**config.mk**
```make
export PLATFORM = sky130hd
export DESIGN_NAME = j11busctl
export DESIGN_NICKNAME = d
export VERILOG_FILES = /design/src/rtl/j11bus_pkg.sv /design/src/rtl/j11irqarb.sv /design/src/rtl/j11busctl.sv
export SDC_FILE = /design/constraint.sdc
export NUM_CORES = 1
export LEC_CHECK = 0
export ABC_AREA = 1
export CORE_ASPECT_RATIO = 0.6
export CORE_UTILIZATION = 35
export CTS_CLUSTER_SIZE = 40
export DETAILED_ROUTE_END_ITERATION = 8
export GPL_ROUTABILITY_DRIVEN = 0
export GPL_TIMING_DRIVEN = 0
export MAX_ROUTING_LAYER = met4
export PLACE_DENSITY = 0.84
export SYNTH_ARGS = -nofsm -noshare
export SYNTH_HDL_FRONTEND = slang
export SYNTH_SLANG_ARGS = --single-unit
```
**constraint.sdc**
```tcl
create_clock -name clk -period 1.5 [get_ports clk]
set_input_delay 0.45 -clock clk [delete_from_list [all_inputs] [get_ports clk]]
set_output_delay 0.45 -clock clk [all_outputs]
set_load 0.03 [all_outputs]
```
**src/rtl/j11bus_pkg.sv**
```systemverilog
// Shared constants, FSM state type and helpers for the DCJ11 bus controller.
package j11bus_pkg;

    localparam logic [15:0] POWERUP   = 16'o3;
    localparam logic [7:0]  GP_PWR    = 8'o0;
    localparam logic [7:0]  GP_RSTON  = 8'o14;
    localparam logic [7:0]  GP_ODTON  = 8'o34;
    localparam logic [7:0]  GP_RSTOFF = 8'o214;
    localparam logic [7:0]  GP_ODTOFF = 8'o234;

    typedef enum logic {IDLE, WAIT} state_t;

    function automatic logic [1:0] lvl_of(input logic [3:0] oh);
        logic [1:0] l;
        l = 2'd0;
        for (int k = 0; k < 4; k++)
            if (oh[k]) l = 2'(k);
        return l;
    endfunction

endpackage

```
**src/rtl/j11irqarb.sv**
```systemverilog
// Interrupt pending bits, per-BR-level request OR and IACK vector selection.
import j11bus_pkg::*;

module j11irqarb #(
    parameter int                  NIRQ    = 4,
    parameter logic [NIRQ*16-1:0]  VECTORS = {16'o100, 16'o160, 16'o64, 16'o60},
    parameter logic [NIRQ*2-1:0]   LEVELS  = {2'd2, 2'd1, 2'd0, 2'd0}
) (
    input  logic            clk,
    input  logic            rstn,
    input  logic [NIRQ-1:0] irq,
    input  logic            ack,
    input  logic [3:0]      acklvl,
    output logic [3:0]      j11irq,
    output logic [15:0]     vector,
    output logic            hit
);

    logic [NIRQ-1:0] pending;
    logic [NIRQ-1:0] clr;
    logic [3:0]      lvlor;
    logic [1:0]      lvl;
    logic            found;

    // Lowest-index pending channel on the acked level wins.
    always_comb begin
        lvl    = lvl_of(acklvl);
        found  = 1'b0;
        clr    = '0;
        vector = '0;
        for (int i = 0; i < NIRQ; i++) begin
            if (!found && pending[i] && LEVELS[2*i +: 2] == lvl) begin
                found  = 1'b1;
                clr[i] = 1'b1;
                vector = VECTORS[16*i +: 16];
            end
        end
        hit = found & $onehot(acklvl);
    end

    always_comb begin
        lvlor = '0;
        for (int i = 0; i < NIRQ; i++)
            lvlor[LEVELS[2*i +: 2]] = lvlor[LEVELS[2*i +: 2]] | pending[i];
    end

    always_ff @(posedge clk or negedge rstn) begin
        if (!rstn) begin
            pending <= '0;
            j11irq  <= '0;
        end else begin
            // A new request in the same cycle as its acknowledge stays pending.
            pending <= (pending & ~((ack && hit) ? clr : '0)) | irq;
            j11irq  <= lvlor;
        end
    end

endmodule

```
**src/rtl/j11busctl.sv**
```systemverilog
// DCJ11 bus controller: GP registers, IACK cycles and memory requests with
// a bus-error timeout.
import j11bus_pkg::*;

module j11busctl #(
    parameter int                  NIRQ    = 4,
    parameter logic [NIRQ*16-1:0]  VECTORS = {16'o100, 16'o160, 16'o64, 16'o60},
    parameter logic [NIRQ*2-1:0]   LEVELS  = {2'd2, 2'd1, 2'd0, 2'd0},
    parameter int                  TIMEOUT = 255
) (
    input  logic            clk,
    input  logic            rstn,
    input  logic            busreq,
    input  logic            buswr,
    input  logic            busgp,
    input  logic            busirq,
    input  logic [21:0]     busaddr,
    input  logic [15:0]     buswdata,
    input  logic [1:0]      buswstrb,
    output logic            busack,
    output logic            buserr,
    output logic [15:0]     busrdata,
    output logic            busrst,
    output logic            odt,
    output logic            memreq,
    output logic            memwr,
    output logic [21:0]     memaddr,
    output logic [15:0]     memwdata,
    output logic [1:0]      memwstrb,
    input  logic            memack,
    input  logic [15:0]     memrdata,
    input  logic            memerr,
    input  logic [NIRQ-1:0] irq,
    output logic [3:0]      j11irq,
    output logic            j11init,
    output logic            j11halt,
    input  logic            regreq,
    input  logic [31:0]     regwdata,
    output logic            regack
);

    localparam logic [15:0] TMO_LAST = 16'(TIMEOUT - 1);

    state_t      state;
    logic [15:0] cnt;
    logic        iack;
    logic        hit;
    logic [15:0] vector;
    logic        unused_regw;

    assign memwr       = buswr;
    assign memaddr     = busaddr;
    assign memwdata    = buswdata;
    assign memwstrb    = buswstrb;
    assign unused_regw = ^regwdata[31:2];

    // Requests arriving while a memory cycle is outstanding are dropped.
    assign iack = busreq & busirq & ~busgp & (state == IDLE);

    j11irqarb #(
        .NIRQ    (NIRQ),
        .VECTORS (VECTORS),
        .LEVELS  (LEVELS)
    ) u_arb (
        .clk    (clk),
        .rstn   (rstn),
        .irq    (irq),
        .ack    (iack),
        .acklvl (busaddr[3:0]),
        .j11irq (j11irq),
        .vector (vector),
        .hit    (hit)
    );

    always_ff @(posedge clk or negedge rstn) begin
        if (!rstn) begin
            state    <= IDLE;
            cnt      <= '0;
            busack   <= 1'b0;
            buserr   <= 1'b0;
            busrdata <= '0;
            busrst   <= 1'b1;
            odt      <= 1'b0;
            memreq   <= 1'b0;
            regack   <= 1'b0;
            j11init  <= 1'b0;
            j11halt  <= 1'b0;
        end else begin
            busack <= 1'b0;
            memreq <= 1'b0;
            regack <= regreq;
            if (regreq) begin
                j11init <= regwdata[0];
                j11halt <= regwdata[1];
            end
            unique case (state)
                IDLE: begin
                    if (busreq) begin
                        if (busgp) begin
                            busack   <= 1'b1;
                            buserr   <= 1'b0;
                            busrdata <= (!buswr && busaddr[7:0] == GP_PWR) ?
                                        POWERUP : '0;
                            if (buswr) begin
                                case (busaddr[7:0])
                                    GP_RSTON:  busrst <= 1'b1;
                                    GP_RSTOFF: busrst <= 1'b0;
                                    GP_ODTON:  odt    <= 1'b1;
                                    GP_ODTOFF: odt    <= 1'b0;
                                    default: ;
                                endcase
                            end
                        end else if (busirq) begin
                            busack   <= 1'b1;
                            buserr   <= ~hit;
                            busrdata <= hit ? vector : '0;
                        end else begin
                            state  <= WAIT;
                            memreq <= 1'b1;
                            cnt    <= '0;
                        end
                    end
                end
                WAIT: begin
                    if (memack) begin
                        busack   <= 1'b1;
                        busrdata <= memrdata;
                        buserr   <= memerr;
                        state    <= IDLE;
                    end else if (cnt == TMO_LAST) begin
                        busack   <= 1'b1;
                        busrdata <= '0;
                        buserr   <= 1'b1;
                        state    <= IDLE;
                    end else begin
                        cnt <= cnt + 16'd1;
                    end
                end
            endcase
        end
    end

endmodule
```
==> reports/qor.txt, run 1 <==
Largest stage delay on the critical path: 0.48 ns
Final setup viols: 34
Max IR drop VDD: 540.3 uV
PwrDens: 816.9 nW/um2
Worst-Margin Slew: 0.5755 ns
Inserted Clock Buffers: 5
FF-to-FF End: cnt[9]$_DFFE_PN0P_
CP cell instances: buf_8 > inv_6 > ha_4 > ha_4 > fa_1 > nor3b_4 > nand4_1 > a21oi_1
Cell Rows: 25
Final wirelength: 9075 um
Worst hold slack: 0.03207 ns
HPWL Detailed: 6353 um
DR iter-0 viols: 237
Register area share after synthesis: 0.4023
Core area: 8070 um2
Final Skew: 0.004615 ns
R2r setup slk: -0.20 ns
Largest net degree at the start of global routing: 39
Final ANT Viol Nets: 0
Design Area, Final: 4712 um2
Post-Synthesis Cells: 386
Max cap viols: 0
RSZ-0062 raised after global routing: true
Final WS setup: -0.4822 ns
DR vias/cell: 4.794
Syn Area/Cell: 7.744 um2
Num ports: 170
FF-to-FF Start: cnt[8]$_DFFE_PN0P_
CP max FO: 5
Slew Limit Fails: 0
Crit-path most repeated cell: ha_4
Outcome: finished with violations
Post-synth EDFFs: 0
Placed Area: 4250 um2
FFs w/ async S/R, synth: 1.000
Reg2Reg Depth: 5
Clock Path Buffers: 2
Gr ovfl total: 0
Drt drc: 0
Required time of the critical path: 1.71 ns
Synth Flop Type: dfrtp_1
Distinct cells, synth: 34
DIE HEIGHT: 73.59 um
Crit end category: flip-flop
First-pass GRT wire length: 13110 um
Drt pass-1 iters: 5
Clk_lat worst skew: 0.29 ns
Failing checks: negative setup slack
CTS root buf: clkbuf_16
Mapped cell area: 2989 um2
Leakage Power: 2.353 nW
Vias in the first global route: 2753
Layout cell share with drive strength beyond 1: 0.3565
Gr usage total: 0.1965
Slew HR: 0.6134
Initial cell density of the core: 0.3704
Startpoint class of the critical path: primary input
Final Net Count: 629
Syn_nets: 496
Sink Count: 48
I/O Buffers: 105
Clock period minus worst slack: 1.982 ns
Initial antenna violation count: 0
Slowest-stage cell, CP: fa_1
Final hold vios: 0
Die width: 121.3 um
Fmax: 0.5045 GHz
H-tree levels: 2
WL per Instance: 14.47 um
Via count: 3006
Power after layout: 3.849 mW
# diodes: 0
Die Area: 8926 um2
Synth Warn #: 0
Critical path class: primary input to flip-flop
Fillers: 709
Final worst-path cycle share: 1.321
HP Class: primary input to asynchronous set/reset pin
Worst path arrival time: 2.20 ns
CTS tree: built
Clock slew at reported path FFs: 0.07 ns
Area grow syn2layout: 57.64%
Yosys reg bits: 48
critical path: cells and delay by family:
kind	cells	cell delay (ns)
adder cells (fa/ha/maj)	3	0.83
AND/OR/NAND/NOR	2	0.56
AO/OA/AOI/OAI	1	0.20
buffers and inverters	2	0.16
state kept, by name, summed over array words and instances (netlist names):
name           cells
u_arb.pending      4
j11halt            1
memreq             1
odt                1
regack             1
busrdata          16
busrst             1
buserr             1
state              1
cnt               16
busack             1
u_arb.j11irq       3
j11init            1
report_power, final:
part           internal [mW]  leakage (nW)  total (mW)  switching (mW)
sequential              1.39         0.597        1.49           0.100
clock                  0.606        0.0657        1.09           0.485
combinational          0.542          1.69        1.27           0.725
total                   2.54          2.35        3.85            1.31
layer usage:
| metal | vias to the layer above | track usage | share of wire |
|---|---|---|---|
| li1 | 1465 | - | - |
| met1 | 1411 | 0.2593 | 0.44 |
| met2 | 122 | 0.3062 | 0.48 |
| met3 | 8 | 0.04969 | 0.069 |
| met4 | 0 | 0.03978 | 0.0068 |
| met5 | - | - | 0 |
Yosys cell counts (2+ instances only):
master    number  area [um2]
nand2_2        4       25.02
nor3_1         5       25.02
clkbuf_1       3       11.26
o21ai_2        7       61.31
nand4_1       22       137.6
nand3_1       31       155.2
a21oi_1        6       30.03
mux2_2         2       22.52
o21ai_1        2       10.01
nand2_4        2       22.52
nand2_1       92       345.3
buf_4         44       330.3
inv_2          2       7.510
nor2_1        37       138.9
ha_1           8       100.1
nor2_2         4       25.02
o21ai_0        9       45.04
dfrtp_1       47        1176
inv_1         44       165.2
layout by cell type (no fill, tap or decap), types with 2 or more instances in the layout:
cell type and count:
a21oi_1 5, buf_12 2, buf_2 2, buf_4 61, buf_6 6, buf_8 4
clkbuf_1 3, clkbuf_16 7, clkbuf_2 16, clkdlybuf4s15_1 5, clkdlybuf4s50_1 26, dfrtp_1 44
dfrtp_2 3, dlygate4sd2_1 45, ha_1 3, ha_4 5, inv_1 37, inv_2 5
mux2_2 2, nand2_1 69, nand2_2 23, nand2_4 5, nand3_1 28, nand3_2 2
nand3_4 4, nand4_1 22, nor2_1 30, nor2_2 8, nor2_4 4, nor3_1 3
nor3_2 3, o21ai_0 3, o21ai_1 5, o21ai_2 10
kinds of logic after synthesis:
kind of cell	count (synthesis)	synth area share
mux	2	0.007534
simple gates	203	0.3135
fa+ha+maj	9	0.04019
other cells	1	0.001255
compound gates	26	0.05358
xor+xnor	1	0.002931
buf+inv	96	0.1787
flops	48	0.4023
worst max-delay path by stage:
stage          startpoint                          to  slack [ns]  cells past startpoint
2_1_floorplan  busaddr[3]  u_arb.pending[0]$_DFF_PN0_       -0.54                      8
3_3_place_gp         rstn     busrdata[7]$_DFFE_PN0P_       -1.40                      1
3_5_place_dp   busaddr[3]  u_arb.pending[0]$_DFF_PN0_       -1.44                      9
4_1_cts        busaddr[2]     busrdata[4]$_DFFE_PN0P_       -0.47                      8
5_1_grt        busaddr[1]  u_arb.pending[1]$_DFF_PN0_       -0.54                      9
6_report       busaddr[2]     busrdata[4]$_DFFE_PN0P_       -0.48                      8
timing repair:
item / CTS / global route
pin swaps: 10 / 11
gates resized for setup: 151 / 98
endpoints found under the setup margin: 108 / 58
setup buffers: 4 / 12
hold buffers: 0 / 0
cloned: 0 / 4
endpoints found under the hold margin: 0 / 0
through the flow:
step / setup WS [ns] / instances / utilization / TNS, ns
after floorplan: -0.5401 / 386 / - / -4.167
after global placement: -1.399 / 599 / 0.5248 / -100.39
after detailed placement: -1.442 / 600 / 0.5267 / -36.33
after CTS: -0.4653 / 611 / 0.5431 / -6.957
after global routing: -0.5444 / 627 / 0.5839 / -8.596
final: -0.4822 / 627 / 0.5839 / -6.168
area by class of cell:
class	count	area [um2]	share of cell area
Sequential cell	48	1206	0.2560
Clock inverter	2	12.51	0.002655
Clock buffer	5	125.1	0.02655
Buffer	50	384.1	0.08152
Inverter	46	200.2	0.04249
Tap cell	108	135.1	0.02868
Multi-Input combinational cell	243	1524	0.3234
Timing Repair Buffer	125	1125	0.2387
Note: power is estimated with default switching activity, not from simulation.
==> run 2: changes to the inputs <==
SKIP_CTS_REPAIR_TIMING = 1   (was unset)
==> run 2 against run 1 <==
  * The flow still finishes with violations (negative setup slack)
  * Largest power group unchanged
  * Fmax fell by 4.6%
  * Power shrank 4.5%
  * Register-to-register slack worse by 0.02 ns
  * Worst setup slack worse by 0.096 ns
==> reports/qor.txt, run 2 (same netlist as run 1, synthesis figures left out) <==
Final ANT Viol Nets: 0 (unchanged)
Inserted Clock Buffers: 5 (unchanged)
Clk_lat worst skew: 0.29 ns (about the same)
Cell Rows: 25 (unchanged)
Via count: 2933 (-2.4%)
Clock slew at reported path FFs: 0.06 ns (about the same)
Worst path top cell family by delay: adder cells
Largest net degree at the start of global routing: 39 (unchanged)
Max IR drop VDD: 547.6 uV (+1.4%)
Initial antenna violation count: 0 (unchanged)
Worst-Margin Slew: 0.5207 ns (-0.05479 ns)
Switching Share: 0.3245 (-0.01592)
Fmax: 0.4812 GHz (-4.6%)
DP Cell Count: 600 (unchanged)
Gr ovfl total: 0 (unchanged)
Die width: 121.3 um (unchanged)
Outcome: finished with violations
HPWL Detailed: 6353 um (unchanged)
Gr usage total: 0.1928 (-0.003708)
Final hold vios: 0 (unchanged)
Crit-path most repeated cell: ha_4
Failing checks: negative setup slack
Worst hold slack: 0.03141 ns (-0.0006630 ns)
CTS tree: built
HP Class: primary input to asynchronous set/reset pin
Crit end category: flip-flop
Reg2Reg Depth: 10 (+5)
DIE HEIGHT: 73.59 um (unchanged)
Core area: 8070 um2 (unchanged)
Die Area: 8926 um2 (unchanged)
Max cap viols: 0 (unchanged)
Clock period minus worst slack: 2.078 ns (+0.09596 ns)
Required time of the critical path: 1.72 ns (about the same)
I/O Buffers: 105 (unchanged)
Leakage Power: 2.806 nW (+19%)
Drt pass-1 iters: 4 (-1)
FF-to-FF Start: cnt[0]$_DFFE_PN0P_
Critical path class: primary input to flip-flop
DR vias/cell: 4.800 (+0.13%)
Crit path buffers/inverters: 2 (unchanged)
DR iter-0 viols: 246 (+3.8%)
CP max FO: 5 (unchanged)
Flop pwr share: 0.398 (+0.011)
Sink Count: 48 (unchanged)
Final Skew: 0.004179 ns (-0.0004361 ns)
Core Util, Final: 0.5758 (-0.008062)
Slew Limit Fails: 0 (unchanged)
Top Registers: busrdata (16), cnt (16), u_arb.pending (4)
RSZ-0062 raised after global routing: true
Final WS setup: -0.5782 ns (-0.09596 ns)
Final setup viols: 37 (+8.8%)
FF-to-FF End: busrdata[3]$_DFFE_PN0P_
Startpoint class of the critical path: primary input
Final Net Count: 613 (-2.5%)
Vias in the first global route: 2693 (-2.2%)
H-tree levels: 2 (unchanged)
Fillers: 669 (-5.6%)
CTS root buf: clkbuf_16
PwrDens: 790.9 nW/um2 (-3.2%)
First-pass GRT wire length: 12870 um (-1.8%)
Commonest non-fill, non-tap cell in the layout: nand2_1
Slew HR: 0.6502 (+0.03681)
Commonest cells after routing, fill and taps aside: 91 x nand2_1, 67 x dlymetal6s2s_1, 50 x buf_4
Layout cell share with drive strength beyond 1: 0.2306 (-0.1258)
Clock Path Buffers: 2 (unchanged)
Int Power: 2.483 mW (-2.2%)
Drt drc: 0 (unchanged)
Final wirelength: 8371 um (-7.8%)
Num ports: 170 (unchanged)
Finished Layout Cells: 611 (-2.6%)
Worst path arrival time: 2.29 ns (+0.09 ns)
Area grow syn2layout: 55.46%
# diodes: 0 (unchanged)
Sw Pwr: 1.193 mW (-9.0%)
Initial cell density of the core: 0.3704 (unchanged)
Worst Setup SP: busaddr[3]
R2r setup slk: -0.22 ns (-0.02 ns)
Largest stage delay on the critical path: 0.45 ns (-0.03 ns)
Final worst-path cycle share: 1.385 (+0.06397)
Power share of the clock group: 0.297 (+0.014)
CP cell instances: buf_12 > inv_12 > ha_4 > ha_4 > fa_2 > nor3b_4 > nand4_1 > a21oi_1
Slowest-stage cell, CP: fa_2
Comb pwr share: 0.306 (-0.023)
WL per Instance: 13.70 um (-5.3%)
run 2: cell types whose count changed in the layout (fill, tap and decap cells not counted), moves of 4 or more:
cell,delta
nand2_1,+22
dlymetal6s2s_1,+66
nor2_2,-4
nor2_1,+6
buf_4,-11
clkbuf_2,-15
clkdlybuf4s15_1,-5
nand2_2,-18
dlygate4sd2_1,-45
run 2: routing by layer:
layer | vias up | share of wire | global-route usage
met5 | - | 0 | -
li1 | 1420 | - | -
met4 | 0 | 0.011 | 0.03567
met1 | 1393 | 0.43 | 0.2608
met2 | 108 | 0.48 | 0.2942
met3 | 12 | 0.083 | 0.04814
run 2: how the worst max path moves through the flow:
stage	end	slack [ns]	depth (start not counted)
final	busrdata[4]$_DFFE_PN0P_	-0.58	8
after global routing	busrdata[4]$_DFFE_PN0P_	-0.58	8
after CTS	u_arb.pending[0]$_DFF_PN0_	-1.15	9
after detailed placement	u_arb.pending[0]$_DFF_PN0_	-1.44	9
after global placement	busrdata[7]$_DFFE_PN0P_	-1.40	1
after floorplan	u_arb.pending[0]$_DFF_PN0_	-0.54	8
run 2: area by class of cell:
class,instances,area (um2),area share
buffer,50,361.6,0.07781
timing repair buffer,110,1261,0.2714
tap,108,135.1,0.02908
clock inverter,2,12.51,0.002693
sequential,48,1202,0.2587
clock buffer,5,125.1,0.02693
inverter,46,196.4,0.04227
multi-input combinational,242,1353,0.2911
run 2: power groups by stage:
stage	Combinational, mW	Sequential, mW	Clock [mW]
finish	1.12	1.46	1.09
global route	1.21	1.47	1.16
CTS	1.09	1.46	1.10
detailed placement	1.09	1.48	0
global placement	1.06	1.48	0
floorplan	0.510	1.59	0
run 2: through the flow:
step / total power, mW / TNS (ns) / setup slack, ns / area (um2)
after floorplan: 2.100 / -4.167 / -0.5401 / 3049
after global placement: 2.536 / -100.39 / -1.399 / 4235
after detailed placement: 2.573 / -36.33 / -1.442 / 4250
after CTS: 3.657 / -32.77 / -1.153 / 4388
after global routing: 3.840 / -11.29 / -0.5832 / 4647
final: 3.675 / -8.268 / -0.5782 / 4647
run 2: worst reg2reg max path: cells and delay by family (launching register included):
family | cells | cell delay, ns
AND/OR/NAND/NOR | 7 | 0.70
flip-flops | 1 | 0.46
adder cells (fa/ha/maj) | 1 | 0.14
buffers and inverters | 2 | 0.31
==> run 3: changes to the inputs <==
CORE_MARGIN = 8   (was unset)
==> run 3 against run 2 <==
  * The run still ends with negative setup slack left
  * Sequential cell count stayed put
  * Cell count is 0.49% higher
  * Cell area grew 0.73%
  * Worst hold slack better by 0.13 ns
  * Highest routed layer unchanged
==> reports/qor.txt, run 3 (same netlist as run 1, synthesis figures left out) <==
Outcome: finished with violations
Failing checks: negative setup slack
Area of the multi-input gates: 1346 um2 (-0.46%)
Power share of the clock group: 0.342 (+0.045)
Die width: 135.3 um (+12%)
HPWL Detailed: 7407 um (+17%)
Max IR drop VDD: 669.4 uV (+22%)
Clock Path Buffers: 2 (unchanged)
Final ANT Viol Nets: 0 (unchanged)
HP Class: primary input to asynchronous set/reset pin
Sink Count: 48 (unchanged)
Int Power: 2.702 mW (+8.8%)
Final wirelength: 9554 um (+14%)
Startpoint class of the critical path: primary input
Reg area: 1202 um2 (unchanged)
Clk_lat worst skew: 0.29 ns (about the same)
Gr ovfl total: 0 (unchanged)
CP max FO: 5 (unchanged)
Crit end category: flip-flop
Slew HR: 0.5958 (-0.05438)
Top Registers: busrdata (16), cnt (16), u_arb.pending (4)
First-pass GRT wire length: 14630 um (+14%)
Reg2Reg Depth: 10 (unchanged)
Place WS: -1.447 ns (-0.004940 ns)
WL per Instance: 15.56 um (+14%)
Placed Area: 4255 um2 (+0.12%)
Worst path arrival time: 2.22 ns (-0.07 ns)
Num ports: 170 (unchanged)
Initial cell density of the core: 0.3561 (-0.01425)
Slowest-stage cell, CP: fa_1
PwrDens: 839.1 nW/um2 (+6.1%)
Max cap viols: 0 (unchanged)
Leakage Power: 2.835 nW (+1.0%)
Vias in the first global route: 2990 (+11%)
FF-to-FF End: busrdata[12]$_DFFE_PN0P_
Initial antenna violation count: 0 (unchanged)
Final hold vios: 0 (unchanged)
CP cell instances: buf_8 > inv_4 > ha_4 > ha_4 > fa_1 > nor3b_4 > nand4_1 > a21oi_1
Core area: 8393 um2 (+4.0%)
Worst-Margin Slew: 0.6063 ns (+0.08557 ns)
# diodes: 0 (unchanged)
Power after layout: 3.928 mW (+6.9%)
Core Util, Final: 0.5577 (-0.01812)
DIE HEIGHT: 87.59 um (+19%)
Slew Limit Fails: 0 (unchanged)
Largest net degree at the start of global routing: 26 (-33%)
Fillers: 759 (+13%)
H-tree levels: 2 (unchanged)
Final Skew: 0.007706 ns (+0.003527 ns)
CTS tree: built
R2r setup slk: -0.24 ns (-0.02 ns)
Flop pwr share: 0.372 (-0.026)
Comb pwr share: 0.286 (-0.020)
Crit-path most repeated cell: ha_4
Required time of the critical path: 1.72 ns (about the same)
Drt pass-1 iters: 4 (unchanged)
Clock period minus worst slack: 1.998 ns (-0.08062 ns)
DR vias/cell: 4.808 (+0.16%)
Design Area, Final: 4681 um2 (+0.73%)
Layout cell share with drive strength beyond 1: 0.2251 (-0.005517)
Die Area: 11850 um2 (+33%)
Crit path buffers/inverters: 2 (unchanged)
Switching Share: 0.3122 (-0.01230)
RSZ-0062 raised after global routing: true
Total Neg Setup Slack: -8.913 ns (-0.6443 ns)
Critical path class: primary input to flip-flop
Final worst-path cycle share: 1.332 (-0.05375)
Commonest cells after routing, fill and taps aside: 91 x nand2_1, 68 x dlymetal6s2s_1, 47 x dfrtp_1
Largest stage delay on the critical path: 0.48 ns (+0.03 ns)
Clock slew at reported path FFs: 0.07 ns (about the same)
FF-to-FF Start: cnt[0]$_DFFE_PN0P_
Final WS setup: -0.4976 ns (+0.08062 ns)
Inserted Clock Buffers: 5 (unchanged)
Final setup viols: 38 (+2.7%)
Final Net Count: 611 (-0.33%)
Fmax: 0.5006 GHz (+4.0%)
I/O Buffers: 105 (unchanged)
Drt drc: 0 (unchanged)
Commonest non-fill, non-tap cell in the layout: nand2_1
Worst path top cell family by delay: adder cells
DR iter-0 viols: 221 (-10%)
Cell Rows: 26 (+4.0%)
Sw Pwr: 1.226 mW (+2.8%)
CTS root buf: clkbuf_16
Gr usage total: 0.1599 (-0.03293)
Area grow syn2layout: 56.59%
Via count: 2952 (+0.65%)
## run 3: cell count changes in the layout (fill, tap and decap cells not counted), moves of 2 or more
cell / previous run / this run
buf_4: 50 / 45
buf_8: 1 / 3
clkinvlp_4: 2 / 0
clkbuf_4: 2 / 4
## run 3: area by class of cell
type / instances / share of cell area
multi-input combinational: 242 / 0.2876
clock inverter: 2 / 0.008287
sequential: 48 / 0.2569
inverter: 46 / 0.04170
tap: 112 / 0.02994
buffer: 50 / 0.07805
timing repair buffer: 108 / 0.2678
clock buffer: 6 / 0.02967
## run 3: worst max-delay path by stage
stage | from | end | slack, ns | depth (start not counted)
final | busaddr[1] | busrdata[4]$_DFFE_PN0P_ | -0.50 | 8
after global routing | busaddr[2] | busrdata[5]$_DFFE_PN0P_ | -0.61 | 8
after CTS | busaddr[3] | u_arb.pending[0]$_DFF_PN0_ | -1.15 | 9
after detailed placement | busaddr[3] | u_arb.pending[1]$_DFF_PN0_ | -1.45 | 9
after global placement | rstn | busrdata[8]$_DFFE_PN0P_ | -1.42 | 1
after floorplan | busaddr[3] | u_arb.pending[0]$_DFF_PN0_ | -0.54 | 8
## run 3: layer usage
| metal | track usage | part of all wire | vias up |
|---|---|---|---|
| met2 | 0.2685 | 0.52 | 107 |
| met1 | 0.1812 | 0.40 | 1409 |
| met4 | 0.03407 | 0.0086 | 0 |
| li1 | - | - | 1426 |
| met5 | - | 0 | - |
| met3 | 0.05727 | 0.076 | 10 |
## run 3: power by group through the flow
stage          combinational [mW]  sequential [mW]  clock (mW)
2_1_floorplan               0.510             1.59           0
3_3_place_gp                 1.07             1.48           0
3_5_place_dp                 1.11             1.48           0
4_1_cts                      1.11             1.46        1.36
5_1_grt                      1.20             1.47        1.42
6_report                     1.12             1.46        1.34
## run 3: stage by stage
stage | hold slack, ns | cells
final | 0.1626 | 614
after global routing | 0.1965 | 614
after CTS | 0.1668 | 612
after detailed placement | 0.4185 | 604
after global placement | 0.3944 | 603
after floorplan | 0.1544 | 386
## run 3: worst reg2reg max path: stages (launching register included)
cell     delay, ns
dfrtp_1       0.47
inv_1         0.09
ha_1          0.15
nand3_1       0.12
nor2_4        0.16
nand2_2       0.07
nand2_4       0.10
nand3_4       0.13
buf_2         0.22
nand2_1       0.08
nand2_1       0.04
